### src/rtl/pwm_bridge_if.sv
// Bus bundle for pwm_bridge: run/load controls and settings in, gate drives and status out.
// The fault/tripped pair exists only when PWM_FAULT_EN is defined.
interface pwm_bridge_if #(
   parameter int CH   = 2,
   parameter int W    = 10,
   parameter int DT_W = 4
);
   logic              en;
   logic              load;
   logic [W-1:0]      period;
   logic [CH*W-1:0]   duty;
   logic [DT_W-1:0]   dead;
   logic [CH-1:0]     hi;
   logic [CH-1:0]     lo;
   logic              busy;
   logic              period_start;
`ifdef PWM_FAULT_EN
   logic              fault;
   logic              tripped;

   modport master (
      output en, load, period, duty, dead, fault,
      input  hi, lo, busy, period_start, tripped
   );

   modport slave (
      input  en, load, period, duty, dead, fault,
      output hi, lo, busy, period_start, tripped
   );
`else
   modport master (
      output en, load, period, duty, dead,
      input  hi, lo, busy, period_start
   );

   modport slave (
      input  en, load, period, duty, dead,
      output hi, lo, busy, period_start
   );
`endif
endinterface

### src/rtl/pwm_bridge.sv
// pwm_bridge: multi-channel complementary PWM with shared dead time for half-bridge gate pairs.
// Settings are double-buffered (shadow -> active) and only switch at period boundaries;
// a stop request lets the running period finish so the gate stage never sees a runt pulse.
// Optional macro PWM_FAULT_EN adds a fault input that trips the block into IDLE with a
// sticky tripped flag.
module pwm_bridge #(
   parameter int CH   = 2,
   parameter int W    = 10,
   parameter int DT_W = 4
) (
   input logic        clk,
   input logic        rst,
   pwm_bridge_if.slave bus
);

   typedef enum logic {IDLE = 1'b0, RUN = 1'b1} state_t;

   state_t            state;
   logic [W-1:0]      cnt;
   logic [W-1:0]      per_s;
   logic [W-1:0]      per_a;
   logic [W-1:0]      duty_s [CH];
   logic [W-1:0]      duty_a [CH];
   logic [DT_W-1:0]   dead_s;
   logic [DT_W-1:0]   dead_a;
   logic              pending;
   logic              first;
   logic [CH-1:0]     raw;
   logic [CH-1:0]     raw_q;
   logic [DT_W-1:0]   dtc [CH];
   logic [DT_W-1:0]   dtc_next [CH];
   logic [CH-1:0]     hi_q;
   logic [CH-1:0]     lo_q;
   logic [CH-1:0]     hi_next;
   logic [CH-1:0]     lo_next;
   logic              ps_q;
   logic              wrap;
   logic              start;
   logic              copy;
   logic              run_next;
   logic [W-1:0]      cnt_next;
   logic [W-1:0]      per_clamped;
   logic              fault_in;
   logic              tripped;

`ifdef PWM_FAULT_EN
   assign fault_in    = bus.fault;
   assign bus.tripped = tripped;

   // Sticky trip flag: set by any fault, released only once the run request is withdrawn.
   always_ff @(posedge clk or posedge rst) begin
      if (rst) begin
         tripped <= 1'b0;
      end else if (fault_in) begin
         tripped <= 1'b1;
      end else if (!bus.en) begin
         tripped <= 1'b0;
      end
   end
`else
   assign fault_in = 1'b0;
   assign tripped  = 1'b0;
`endif

   assign bus.hi           = hi_q;
   assign bus.lo           = lo_q;
   assign bus.busy         = (state == RUN);
   assign bus.period_start = ps_q;

   // Sequencing decisions: period wrap, start from IDLE, when to copy shadow settings, next count.
   always_comb begin
      per_clamped = (per_s < W'(2)) ? W'(2) : per_s;
      wrap        = (cnt == per_a - W'(1));
      start       = (state == IDLE) && bus.en && !tripped;
      copy        = start || ((state == RUN) && wrap && bus.en && pending);
      if (fault_in) begin
         run_next = 1'b0;
      end else if (state == RUN) begin
         run_next = !(wrap && !bus.en);
      end else begin
         run_next = start;
      end
      cnt_next = ((state == RUN) && run_next && !wrap) ? cnt + W'(1) : '0;
   end

   // Per-channel raw phase, dead-time countdown and the gate values to register.
   always_comb begin
      raw     = '0;
      hi_next = '0;
      lo_next = '0;
      for (int i = 0; i < CH; i++) begin
         dtc_next[i] = '0;
      end
      for (int i = 0; i < CH; i++) begin
         raw[i] = (cnt < duty_a[i]);
         if (first || (raw[i] != raw_q[i])) begin
            dtc_next[i] = dead_a;
         end else if (dtc[i] != '0) begin
            dtc_next[i] = dtc[i] - DT_W'(1);
         end else begin
            dtc_next[i] = '0;
         end
         hi_next[i] = (state == RUN) && raw[i] && (dtc_next[i] == '0) && !fault_in;
         lo_next[i] = (state == RUN) && !raw[i] && (dtc_next[i] == '0) && !fault_in;
      end
   end

   // Shadow registers and pending flag; a load always wins over the clear from a copy.
   always_ff @(posedge clk or posedge rst) begin
      if (rst) begin
         per_s   <= W'(2);
         dead_s  <= '0;
         pending <= 1'b0;
         for (int i = 0; i < CH; i++) begin
            duty_s[i] <= '0;
         end
      end else if (bus.load) begin
         per_s   <= bus.period;
         dead_s  <= bus.dead;
         pending <= 1'b1;
         for (int i = 0; i < CH; i++) begin
            duty_s[i] <= bus.duty[i*W +: W];
         end
      end else if (copy && !fault_in) begin
         pending <= 1'b0;
      end
   end

   // Main IDLE/RUN machine with counter, active settings, dead-time state and registered gates.
   always_ff @(posedge clk or posedge rst) begin
      if (rst) begin
         state  <= IDLE;
         cnt    <= '0;
         per_a  <= W'(2);
         dead_a <= '0;
         first  <= 1'b0;
         raw_q  <= '0;
         hi_q   <= '0;
         lo_q   <= '0;
         ps_q   <= 1'b0;
         for (int i = 0; i < CH; i++) begin
            duty_a[i] <= '0;
            dtc[i]    <= '0;
         end
      end else begin
         state <= run_next ? RUN : IDLE;
         cnt   <= cnt_next;
         first <= start && !fault_in;
         raw_q <= raw;
         hi_q  <= hi_next;
         lo_q  <= lo_next;
         ps_q  <= run_next && (cnt_next == '0);
         for (int i = 0; i < CH; i++) begin
            dtc[i] <= dtc_next[i];
         end
         if (copy && !fault_in) begin
            per_a  <= per_clamped;
            dead_a <= dead_s;
            for (int i = 0; i < CH; i++) begin
               duty_a[i] <= duty_s[i];
            end
         end
      end
   end

endmodule

### src/flat_wrapper.sv
// flat-port wrapper written by rule: the top's interface ports become plain ports
module pwm_bridge_flat 
#(
   parameter int CH   = 2,
   parameter int W    = 10,
   parameter int DT_W = 4
)
  (clk, rst, bus_en, bus_load, bus_period, bus_duty, bus_dead, bus_hi, bus_lo, bus_busy, bus_period_start);
  pwm_bridge_if #(.CH(CH), .W(W), .DT_W(DT_W)) bus_i ();
  input logic clk;
  input logic rst;
  input wire logic [$bits(bus_i.en)-1:0] bus_en;
  input wire logic [$bits(bus_i.load)-1:0] bus_load;
  input wire logic [$bits(bus_i.period)-1:0] bus_period;
  input wire logic [$bits(bus_i.duty)-1:0] bus_duty;
  input wire logic [$bits(bus_i.dead)-1:0] bus_dead;
  output wire logic [$bits(bus_i.hi)-1:0] bus_hi;
  output wire logic [$bits(bus_i.lo)-1:0] bus_lo;
  output wire logic [$bits(bus_i.busy)-1:0] bus_busy;
  output wire logic [$bits(bus_i.period_start)-1:0] bus_period_start;
  assign bus_i.en = bus_en;
  assign bus_i.load = bus_load;
  assign bus_i.period = bus_period;
  assign bus_i.duty = bus_duty;
  assign bus_i.dead = bus_dead;
  assign bus_hi = bus_i.hi;
  assign bus_lo = bus_i.lo;
  assign bus_busy = bus_i.busy;
  assign bus_period_start = bus_i.period_start;
  pwm_bridge #(.CH(CH), .W(W), .DT_W(DT_W)) u_core (.clk(clk), .rst(rst), .bus(bus_i));
endmodule
### config.mk
export PLATFORM = sky130hd
export DESIGN_NAME = pwm_bridge_flat
export DESIGN_NICKNAME = d
export VERILOG_FILES = /design/src/rtl/pwm_bridge_if.sv /design/src/rtl/pwm_bridge.sv /design/src/flat_wrapper.sv
export SDC_FILE = /design/constraint.sdc
export NUM_CORES = 1
export LEC_CHECK = 0
export CORE_MARGIN = 5
export CORE_UTILIZATION = 31
export DETAILED_ROUTE_END_ITERATION = 8
export GPL_TIMING_DRIVEN = 0
export PLACE_DENSITY = 0.57
export SLEW_MARGIN = 10
export SYNTH_ARGS = -nofsm -noshare
export SYNTH_HDL_FRONTEND = slang
export SYNTH_SLANG_ARGS = --single-unit
### constraint.sdc
create_clock -name clk -period 4.2 [get_ports clk]
set_input_delay 1.26 -clock clk [delete_from_list [all_inputs] [get_ports clk]]
set_output_delay 1.26 -clock clk [all_outputs]
set_load 0.02 [all_outputs]
After elaboration in Yosys (flattened, before gate mapping):

Cells that the tools add are included.

* register bits: 96
* output and inout bits: 6
* word-level logic and storage cells: 69

* $add $sub $neg: 4
* $lt $le $gt $ge: 3
* equality and inequality tests: 3
* mux-type cells: 10
* bitwise gates (word level): 1
* reduce and logical (&&, ||, !) cells: 30

Operators by type and width (number)
* $lt 10x10->1: 2
* $mux 10: 2
* $logic_and 1x1->1: 16
* $mux 4: 4
* $add 10x1->10 const B: 1
* $eq 10x10->1: 1
* $logic_not 10->1: 1
* $lt 10x2->1 const B: 1
* $sub 10x1->10 const B: 1
* $logic_not 4->1: 2
* $reduce_bool 4->1: 2
* $sub 4x1->4 const B: 2
* $logic_not 1->1: 5
* $mux 1: 4
* $logic_or 1x1->1: 3
* $ne 1x1->1: 2
* $reduce_bool 2->1: 1
* $not 1->1: 1

Logic depth before layout (Yosys ltp):

Gate-level depths: netlist of the first run.

* depth in word-level cells: 10
* depth in mapped cells: 9

Worst setup path before layout of the first run:

No wires, ideal clock.

* path type: register to register
* start: register u_core.per_a[1]
* end: register u_core.dead_a[0]
* arrival: 2277 ps
* required time: 4075 ps
* path slack: 1798 ps
* cell stages (with the launch flop): 10
* path buffers: 1
* clock period less this slack: 2402 ps
* cell sequence: dfstp_2 -> inv_1 -> ha_1 -> o21ba_2 -> a221oi_1 -> a41oi_1 -> nor3_4 -> a41oi_4 -> buf_6 -> mux2_4

* word-level cells in the longest chain between the ends: 6

RTL lines
* start, declared: line pwm_bridge.sv:21 `logic [W-1:0] per_a;`
* start signal, assigned: line pwm_bridge.sv:157 `per_a <= per_clamped;`
* $sub 10x1->10: line pwm_bridge.sv:73 `wrap = (cnt == per_a - W'(1));`
* $eq 10x10->1: line pwm_bridge.sv:73
* $logic_and 1x1->1 (3 in series): line pwm_bridge.sv:75 `copy = start || ((state == RUN) && wrap && bus.en && pending);`
* $logic_or 1x1->1: line pwm_bridge.sv:75
* end signal, assigned: line pwm_bridge.sv:158 `dead_a <= dead_s;`
* end, declared: line pwm_bridge.sv:25 `logic [DT_W-1:0] dead_a;`

Every way passes these cells.
A chain may end at the register's enable or synchronous reset.

==> flow_metrics.tcl, run 1 <==
set metrics [dict create \
    fp.dieH_um 136 \
    leakage_uw 0.00266 \
    area_growth_pct 20.8 \
    skew_ns 0.00710 \
    numCtsBuffers 9 \
    seq_area_frac_synth 0.492 \
    cp-start-kind "flip-flop" \
    grt_pass1_vias 3320 \
    design.core.area_mm2 0.0157 \
    antenna_found_initial 0 \
    start_util 0.312 \
    yosysWarnings 0 \
    placedCellCount 661 \
    ys_async_sr_fraction 1.00 \
    insertedDiodeCount 0 \
    fin_nets 514 \
    timing.rr.start "u_core.cnt[1]$_DFF_PP0_" \
    globalplace.congestion 0.794 \
    ant_nets 0 \
    design_area_mm2 0.00590 \
    synth_area_mm2 0.00489 \
    final_cells 676 \
    cts_tree "built" \
    synth.distinct_cells 48 \
    clkSinkCount 96 \
    cp-startpoint "u_core.cnt[1]$_DFF_PP0_" \
    setup_tns_ns 0 \
    drive_above_1_share 0.228 \
    power.total_uw 3700 \
    first_iter_violations 98 \
    grt_max_degree 57 \
    cp.required_ns 4.43 \
    post_cts_buffers 0 \
    setup_violations 0 \
    route.detailed.wl_per_inst_um 14.8 \
    min_period_over_period 0.668 \
    worstMarginPinSlew_ns 0.748 \
    reg2reg_slack_ns 1.39 \
    rsz0062_at_grt "false" \
    cts-resized-gates 0 \
    clk_latency_ns 0.34 \
    crit_type "reg -> reg" \
    finalHoldViolations 0 \
    grt_use_total 0.115 \
    postCtsHoldBufs 0 \
    slew_headroom 0.501 \
    viasPerCell 4.70 \
    r2r_cells 6 \
    dp_hpwl_um 7290 \
    hold_path.class "reg -> reg" \
    totalWireLength_um 9980 \
    r2r_end "u_core.dtc[3]$_DFF_PP0_" \
    dieArea_mm2 0.0184 \
    port_buffers 42 \
    critPathMaxFanout 6 \
    htreeDepth 3 \
    netlist_instances 402 \
    cts_max_path_buffers 2 \
    min_period_ns 2.81 \
    drv_cap 0 \
    row_count 46 \
    min_from "u_core.duty_s[3]$_DFFE_PP0P_" \
    arrival_ns 3.04 \
    hold_depth 1 \
    cts_root_buf "clkbuf_16" \
    syn_area_per_cell_um2 12.2 \
    finalCoreUtilization 0.377 \
    synth-seq-cells 96 \
    ios 44 \
    drv_slew 0 \
    placed_cell_area_mm2 0.00561 \
    crit_path_end_kind "flip-flop" \
    synth-edff-count 0 \
    synth_top_flop_cell "dfrtp_1" \
    ir_drop_mv 0.248 \
    vias 3179 \
    synth_nets 460 \
    p_per_area_mw_per_mm2 626 \
    grt_pass1_wl_um 16600 \
    grt.overflow.total 0 \
    status "completed" \
    min_to "u_core.duty_a[3]$_DFFE_PP0P_" \
    drc 0 \
    fmax_ghz 0.356 \
    drtPass1Iterations 4 \
    path_clk_slew_ns 0.07 \
    die_w_um 136 \
]
-- metrics by stage --
| stage | setup WS (ns) | hold WS (ns) |
|---|---|---|
| final | 1.39 | 0.498 |
| after global routing | 1.27 | 0.508 |
| after CTS | 1.35 | 0.501 |
| after detailed placement | 1.14 | 0.491 |
| after global placement | -0.973 | 0.491 |
| after floorplan | 0.438 | 0.474 |
-- registers in the layout, indices dropped and copies added, names as in the netlist --
register and cells:
u_core.bus.hi 2, u_core.duty_s 20, u_core.duty_a 20, u_core.bus.busy 1, u_core.dtc 8, u_core.dead_s 4
u_core.pending 1, u_core.dead_a 4, u_core.first 1, u_core.per_s 10, u_core.cnt 10, u_core.bus.period_start 1
u_core.raw_q 2, u_core.per_a 10, u_core.bus.lo 2
-- layout make-up --
type | instances | area (um2)
Clock buffer | 10 | 239
Buffer | 13 | 71.3
Timing Repair Buffer | 43 | 448
Inverter | 27 | 104
Tap cell | 216 | 270
Fill cell | 1563 | 9750
Sequential cell | 96 | 2400
Multi-Input combinational cell | 266 | 2310
Clock inverter | 5 | 57.6
-- cell usage after synthesis (2+ instances only) --
cell | count | share of area
dfrtp_1 | 94 | 0.48
mux2_2 | 46 | 0.11
nor2_1 | 30 | 0.023
mux2_4 | 28 | 0.086
inv_1 | 27 | 0.021
ha_1 | 20 | 0.051
nand2_1 | 14 | 0.011
nand3_1 | 14 | 0.014
o21ai_0 | 12 | 0.012
xor2_1 | 11 | 0.020
clkbuf_1 | 9 | 0.0069
mux2i_1 | 9 | 0.018
a21oi_1 | 8 | 0.0082
xnor2_1 | 8 | 0.014
nand2b_1 | 5 | 0.0064
nor2b_1 | 5 | 0.0064
nor3_1 | 5 | 0.0051
a2111oi_0 | 4 | 0.0072
a21o_1 | 4 | 0.0061
a221oi_1 | 3 | 0.0054
and3_1 | 3 | 0.0038
buf_6 | 3 | 0.0069
nor4_1 | 3 | 0.0038
or2_2 | 3 | 0.0038
and4_1 | 2 | 0.0036
dfstp_2 | 2 | 0.011
nand3b_1 | 2 | 0.0031
nand4b_1 | 2 | 0.0036
nand4bb_1 | 2 | 0.0046
o211a_1 | 2 | 0.0041
o211ai_1 | 2 | 0.0031
o21a_1 | 2 | 0.0031
o31a_1 | 2 | 0.0036
o31ai_1 | 2 | 0.0031
-- per-layer routing --
layer  track usage  share of wire
met4        0.0347          0.013
met3        0.0334          0.040
met5             0              0
met2         0.191           0.48
met1         0.144           0.46
-- cell families (layout without fill, tap and decap cells) --
logic type | Yosys count | after routing | synth area share
AOI/OAI and AO/OA | 48 | 48 | 0.0722
adders and majority gates | 20 | 20 | 0.0512
and+or+nand+nor | 96 | 96 | 0.105
muxes | 83 | 83 | 0.210
buffers and inverters | 40 | 98 | 0.0353
xor gates and xnor gates | 19 | 19 | 0.0341
DFF | 96 | 96 | 0.492
-- where the power goes --
| group | switching [uW] | internal (uW) | total, uW |
|---|---|---|---|
| clock network | 344 | 474 | 818 |
| registers | 288 | 1210 | 1500 |
| logic | 631 | 751 | 1380 |
-- worst max path at each step --
| stage | to | slack (ns) | depth (start not counted) |
|---|---|---|---|
| floorplan | u_core.bus.busy$_DFF_PP0_ | 0.44 | 1 |
| global placement | u_core.duty_s[3]$_DFFE_PP0P_ | -0.97 | 2 |
| detailed placement | u_core.per_a[4]$_DFFE_PP0P_ | 1.14 | 6 |
| CTS | u_core.dtc[3]$_DFF_PP0_ | 1.35 | 6 |
| global route | u_core.dtc[5]$_DFF_PP0_ | 1.27 | 6 |
| finish | u_core.dtc[3]$_DFF_PP0_ | 1.39 | 6 |
-- cells in the final DEF, fill, tap and decap left out, drive strengths merged, types with 3 or more instances in the layout --
master	Yosys	routed
nor3	6	6
clkdlybuf4s50	0	42
clkinv	0	4
nor2b	5	5
a21o	4	4
mux2	74	74
nand2	14	14
a21oi	8	8
a221oi	3	3
dfrtp	94	94
buf	4	5
or2	3	3
nor4	4	4
nor2	30	30
nand3	14	14
nand2b	5	5
xor2	11	11
a2111oi	4	4
mux2i	9	9
and3	3	3
o21ai	12	12
xnor2	8	8
inv	27	27
clkbuf	9	19
ha	20	20
-- critical path, cell delays in order, from the launching register on --
cell,delay [ns]
dfrtp_1,0.51
ha_1,0.29
a21o_1,0.17
a2111oi_0,0.44
o211a_1,0.37
mux2i_1,0.52
mux2_2,0.40
(Power assumes the default switching activity.)
==> run 2, diff against run 1 <==
Clock period 4.2 ns to 2.6 ns, I/O delays scaled along.
==> run 2 against run 1 <==
  * Total power rose by 70%
  * Worst hold slack improved by 0.0076 ns
  * Worst setup slack got worse by 1.3 ns
  * Clock power rose by 55%
  * Final area increased by 4.9%
  * Cell count rose by 1.6%
  * Largest power group is now combinational cells
==> flow_metrics.tcl, run 2 (synthesized netlist as in run 1, its figures left out) <==
set metrics [dict create \
    status "completed" \
    swShare 0.351 \
    ios 44 \
    p_switching_uw 2210 \
    route.detailed.wl_per_inst_um 15.5 \
    p_clk_frac 0.203 \
    internal-power_uw 4070 \
    insertedDiodeCount 0 \
    cp_slowest_cell "dfstp_2" \
    grt_max_degree 37 \
    reg2reg_slack_ns 0.08 \
    cp-start-kind "flip-flop" \
    drtPass1Iterations 4 \
    grt_pass1_vias 3462 \
    critPathMaxStageDelay_ns 0.57 \
    hold_depth 1 \
    port_buffers 42 \
    htreeDepth 3 \
    design.core.area_mm2 0.0157 \
    globalplace.congestion 0.783 \
    fin_nets 524 \
    worstMarginPinSlew_ns 0.772 \
    dieArea_mm2 0.0184 \
    cpLargestDelayFamily "compound AO/OA/AOI/OAI gates" \
    viasPerCell 4.74 \
    slew_headroom 0.485 \
    p_per_area_mw_per_mm2 1010 \
    min_from "u_core.duty_s[5]$_DFFE_PP0P_" \
    totalWireLength_um 10700 \
    min_to "u_core.duty_a[5]$_DFFE_PP0P_" \
    grt_pass1_wl_um 17400 \
    grt.overflow.total 0 \
    finalHoldViolations 0 \
    crit_type "reg -> reg" \
    die_w_um 136 \
    critPathMaxFanout 7 \
    cp-startpoint "u_core.per_a[1]$_DFFE_PP1P_" \
    path_clk_slew_ns 0.07 \
    drive_above_1_share 0.282 \
    setup_tns_ns 0 \
    comb_power_share 0.407 \
    row_count 46 \
    placed_cell_area_mm2 0.00562 \
    hold_path.class "reg -> reg" \
    cts_root_buf "clkbuf_16" \
    start_util 0.312 \
    reg_top3 "u_core.duty_a: 20 flops, u_core.duty_s: 20 flops" \
    r2r_end "u_core.duty_a[1]$_DFFE_PP0P_" \
    clk_latency_ns 0.35 \
    skew_ns 0.0150 \
    timing.rr.start "u_core.per_a[1]$_DFFE_PP1P_" \
    drv_slew 0 \
    r2r_cells 10 \
    vias 3254 \
    setup_violations 0 \
    ir_drop_mv 0.369 \
    drv_cap 0 \
    fp.dieH_um 136 \
    final_cell_mix "92 x dfrtp_1, 46 x mux2_2, 42 x clkdlybuf4s50_1, 30 x nor2_1, 28 x mux2_4" \
    cts_max_path_buffers 2 \
    drc 0 \
    design_area_mm2 0.00619 \
    clkSinkCount 96 \
    leakage_uw 0.00278 \
    fmax_ghz 0.397 \
    dp_hpwl_um 7590 \
    layout.cells.most_common "dfrtp_1" \
    area_growth_pct 26.7 \
    p_seq_frac 0.390 \
    path_buf_inv 3 \
    rsz0062_at_grt "true" \
    crit_chain "inv_2 -> ha_4 -> o21ba_4 -> a221oi_4 -> a41oi_2 -> nor3_4 -> a41oi_4 -> buf_12 -> clkbuf_16 -> mux2_4" \
    antenna_found_initial 0 \
    arrival_ns 2.74 \
    min_period_ns 2.52 \
    postCtsHoldBufs 0 \
    numCtsBuffers 9 \
    crit_path_end_kind "flip-flop" \
    first_iter_violations 116 \
    cp.required_ns 2.83 \
    ant_nets 0 \
    min_period_over_period 0.968 \
    grt_use_total 0.120 \
    cts_tree "built" \
]
-- run 2: cell types whose count changed in the layout (fill, tap and decap cells not counted), sizes merged --
cell | previous run | this run
bufbuf | 0 | 1
buf | 5 | 14
clkbuf | 19 | 21
inv | 27 | 26
clkinv | 4 | 3
bufinv | 1 | 0
clkinvlp | 0 | 2
-- run 2: routing by layer --
layer / wire, um / track usage / vias up
met1: 4760 / 0.154 / 1637
met4: 166 / 0.0364 / 0
li1: - / - / 1549
met2: 5260 / 0.197 / 54
met5: 0 / 0 / -
met3: 462 / 0.0364 / 14
-- run 2: worst max-delay path by stage --
stage | endpoint | slack [ns] | depth (start not counted)
after floorplan | u_core.dead_a[0]$_DFFE_PP0P_ | 0.20 | 9
after global placement | u_core.duty_s[3]$_DFFE_PP0P_ | -0.29 | 2
after detailed placement | u_core.dtc[3]$_DFF_PP0_ | -0.29 | 6
after CTS | u_core.dtc[7]$_DFF_PP0_ | 0.009 | 6
after global routing | u_core.duty_a[1]$_DFFE_PP0P_ | -0.02 | 10
final | u_core.duty_a[1]$_DFFE_PP0P_ | 0.08 | 10
-- run 2: worst reg2reg max path, cell delays in order (launching register included) --
cell and delay [ns]:
dfstp_2 0.57, inv_2 0.06, ha_4 0.18, o21ba_4 0.21, a221oi_4 0.28, a41oi_2 0.08, nor3_4 0.20, a41oi_4 0.17
buf_12 0.20, clkbuf_16 0.16, mux2_4 0.29
-- run 2: timing repair --
action,CTS,global route
cloned,1,2
pin swaps,4,7
buffers inserted,4,4
resized for setup,16,16
setup endpoints to repair,38,50
-- run 2: power groups by stage --
stage | registers [uW] | clock network, uW | logic, uW
after CTS | 2430 | 1320 | 2420
after detailed placement | 2450 | 0 | 2260
final | 2450 | 1270 | 2560
after global placement | 2430 | 0 | 2160
after floorplan | 2310 | 0 | 1780
after global routing | 2520 | 1380 | 2830
-- run 2: cell type report --
cell class	count	area, um2
fill	1528	9460
clock buffer	12	256
tap	216	270
sequential	96	2410
timing repair buffer	55	616
buffer	11	92.6
inverter	27	105
clock inverter	4	30.0
multi-input combinational	266	2410
-- run 2: per-stage QoR --
stage / hold slack (ns) / worst slack, ns / power (uW) / util / std cells
3_3_place_gp: 0.492 / -0.294 / 4590 / 0.357 / 660
6_report: 0.505 / 0.0842 / 6280 / 0.395 / 687
2_1_floorplan: 0.474 / 0.198 / 4080 / - / 402
4_1_cts: 0.510 / 0.00904 / 6170 / 0.387 / 683
5_1_grt: 0.524 / -0.0161 / 6740 / 0.395 / 687
3_5_place_dp: 0.497 / -0.286 / 4710 / 0.359 / 662
==> run 3, diff against run 2 <==
Settings changed: CTS_CLUSTER_DIAMETER set to 60, RECOVER_POWER set to 50.
==> run 3 against run 2 <==
  * Global-route usage unchanged
  * Count of clock-buffer cells in the layout unchanged
  * Sequential cell count did not move
  * Routed wire length decreased by 0.47%
  * Worst hold slack stayed put
  * Die area unchanged
  * Largest cell class unchanged
  * Largest power group unchanged
  * Highest routed layer unchanged
==> flow_metrics.tcl, run 3 (synthesized netlist as in run 1, its figures left out) <==
set metrics [dict create \
    slew_headroom 0.0503 \
    status "completed" \
    port_buffers 42 \
    grt_pass1_wl_um 17400 \
    internal-power_uw 4070 \
    p_clk_frac 0.202 \
    crit_type "reg -> reg" \
    min_to "u_core.duty_a[5]$_DFFE_PP0P_" \
    numCtsBuffers 9 \
    fmax_ghz 0.398 \
    min_period_over_period 0.966 \
    leakage_uw 0.00278 \
    worstMarginPinSlew_ns 1.42 \
    grt_pass1_vias 3462 \
    fp.dieH_um 136 \
    row_count 46 \
    timing.rr.start "u_core.per_a[2]$_DFFE_PP0P_" \
    clkSinkCount 96 \
    totalWireLength_um 10600 \
    layout.cells.most_common "dfrtp_1" \
    critPathMaxFanout 7 \
    setup_violations 0 \
    drv_cap 0 \
    skew_ns 0.0136 \
    final_cell_mix "92 x dfrtp_1, 46 x mux2_2, 40 x clkdlybuf4s50_1, 30 x nor2_1, 28 x mux2_4" \
    reg_top3 "u_core.duty_a: 20 flops, u_core.duty_s: 20 flops" \
    grt_use_total 0.120 \
    cts_tree "built" \
    first_iter_violations 108 \
    comb_power_share 0.408 \
    clk_latency_ns 0.35 \
    min_from "u_core.duty_s[5]$_DFFE_PP0P_" \
    r2r_end "u_core.duty_a[1]$_DFFE_PP0P_" \
    cts_root_buf "clkbuf_16" \
    design.core.area_mm2 0.0157 \
    p_per_area_mw_per_mm2 1010 \
    cp_slowest_cell "dfrtp_2" \
    cts_max_path_buffers 2 \
    path_buf_inv 2 \
    crit_path_end_kind "flip-flop" \
    cp.required_ns 2.83 \
    die_w_um 136 \
    ir_drop_mv 0.369 \
    arrival_ns 2.74 \
    hold_depth 1 \
    route.detailed.wl_per_inst_um 15.4 \
    dieArea_mm2 0.0184 \
    grt.overflow.total 0 \
    setup_tns_ns 0 \
    viasPerCell 4.71 \
    p_switching_uw 2200 \
    grt_max_degree 37 \
    finalHoldViolations 0 \
    globalplace.congestion 0.783 \
    ant_nets 0 \
    dp_hpwl_um 7590 \
    ios 44 \
    min_period_ns 2.51 \
    htreeDepth 3 \
    area_growth_pct 26.6 \
    antenna_found_initial 0 \
    fin_nets 524 \
    swShare 0.351 \
    path_clk_slew_ns 0.06 \
    r2r_cells 8 \
    vias 3238 \
    start_util 0.312 \
    insertedDiodeCount 0 \
    cp-start-kind "flip-flop" \
    cpLargestDelayFamily "compound AO/OA/AOI/OAI gates" \
    crit_chain "or3_4 -> a2111oi_0 -> nor2_1 -> o31ai_2 -> a41oi_4 -> buf_12 -> clkbuf_16 -> mux2_4" \
    p_seq_frac 0.390 \
    critPathMaxStageDelay_ns 0.47 \
    rsz0062_at_grt "true" \
    reg2reg_slack_ns 0.09 \
    finalCoreUtilization 0.395 \
    postCtsHoldBufs 0 \
    hold_path.class "reg -> reg" \
    drtPass1Iterations 4 \
    drv_slew 0 \
    drc 0 \
    drive_above_1_share 0.282 \
]
-- run 3: cell types whose count changed in the layout (fill, tap and decap cells not counted) --
cell,previous run,this run
clkdlybuf4s50_1,42,40
dlygate4sd3_1,0,2
clkinvlp_2,0,1
clkinvlp_4,2,1
-- run 3: per-stage QoR --
step	setup WS (ns)	hold slack, ns	total power [uW]	instance area (um2)	instances
CTS	0.00904	0.510	6170	6050	683
finish	0.0883	0.505	6270	6190	687
global route	-0.0161	0.524	6740	6190	687
floorplan	0.198	0.474	4080	4890	402
detailed placement	-0.286	0.497	4710	5620	662
global placement	-0.294	0.492	4590	5580	660
-- run 3: how the worst max path moves through the flow --
stage / start / endpoint / slack, ns / cells past startpoint
detailed placement: u_core.cnt[1]$_DFF_PP0_ / u_core.dtc[3]$_DFF_PP0_ / -0.29 / 6
floorplan: u_core.per_a[1]$_DFFE_PP1P_ / u_core.dead_a[0]$_DFFE_PP0P_ / 0.20 / 9
global route: u_core.per_a[1]$_DFFE_PP1P_ / u_core.duty_a[1]$_DFFE_PP0P_ / -0.02 / 10
finish: u_core.per_a[2]$_DFFE_PP0P_ / u_core.duty_a[1]$_DFFE_PP0P_ / 0.09 / 8
global placement: rst / u_core.duty_s[3]$_DFFE_PP0P_ / -0.29 / 2
CTS: u_core.cnt[1]$_DFF_PP0_ / u_core.dtc[7]$_DFF_PP0_ / 0.009 / 6
-- run 3: layout make-up --
class	count	area [um2]
fill	1529	9470
multi-input combinational	266	2410
sequential	96	2410
timing repair buffer	55	616
tap	216	270
clock buffer	12	256
inverter	27	103
buffer	11	92.6
clock inverter	4	30.0
-- run 3: routing by layer --
layer,global-route usage,share of wire,vias up
met1,0.154,0.44,1620
met5,0,0,-
met4,0.0364,0.015,0
met2,0.197,0.50,56
li1,-,-,1548
met3,0.0364,0.044,14
-- run 3: power groups by stage --
stage | logic, uW | clock network, uW | registers, uW
after floorplan | 1780 | 0 | 2310
after global placement | 2160 | 0 | 2430
final | 2560 | 1270 | 2440
after detailed placement | 2260 | 0 | 2450
after global routing | 2830 | 1380 | 2520
after CTS | 2420 | 1320 | 2430
-- run 3: repair_timing --
| action | CTS | global route |
|---|---|---|
| buffers inserted | 4 | 4 |
| endpoints found under the setup margin | 38 | 50 |
| cloned | 1 | 2 |
| gates resized for setup | 16 | 16 |
| pin swaps | 4 | 7 |
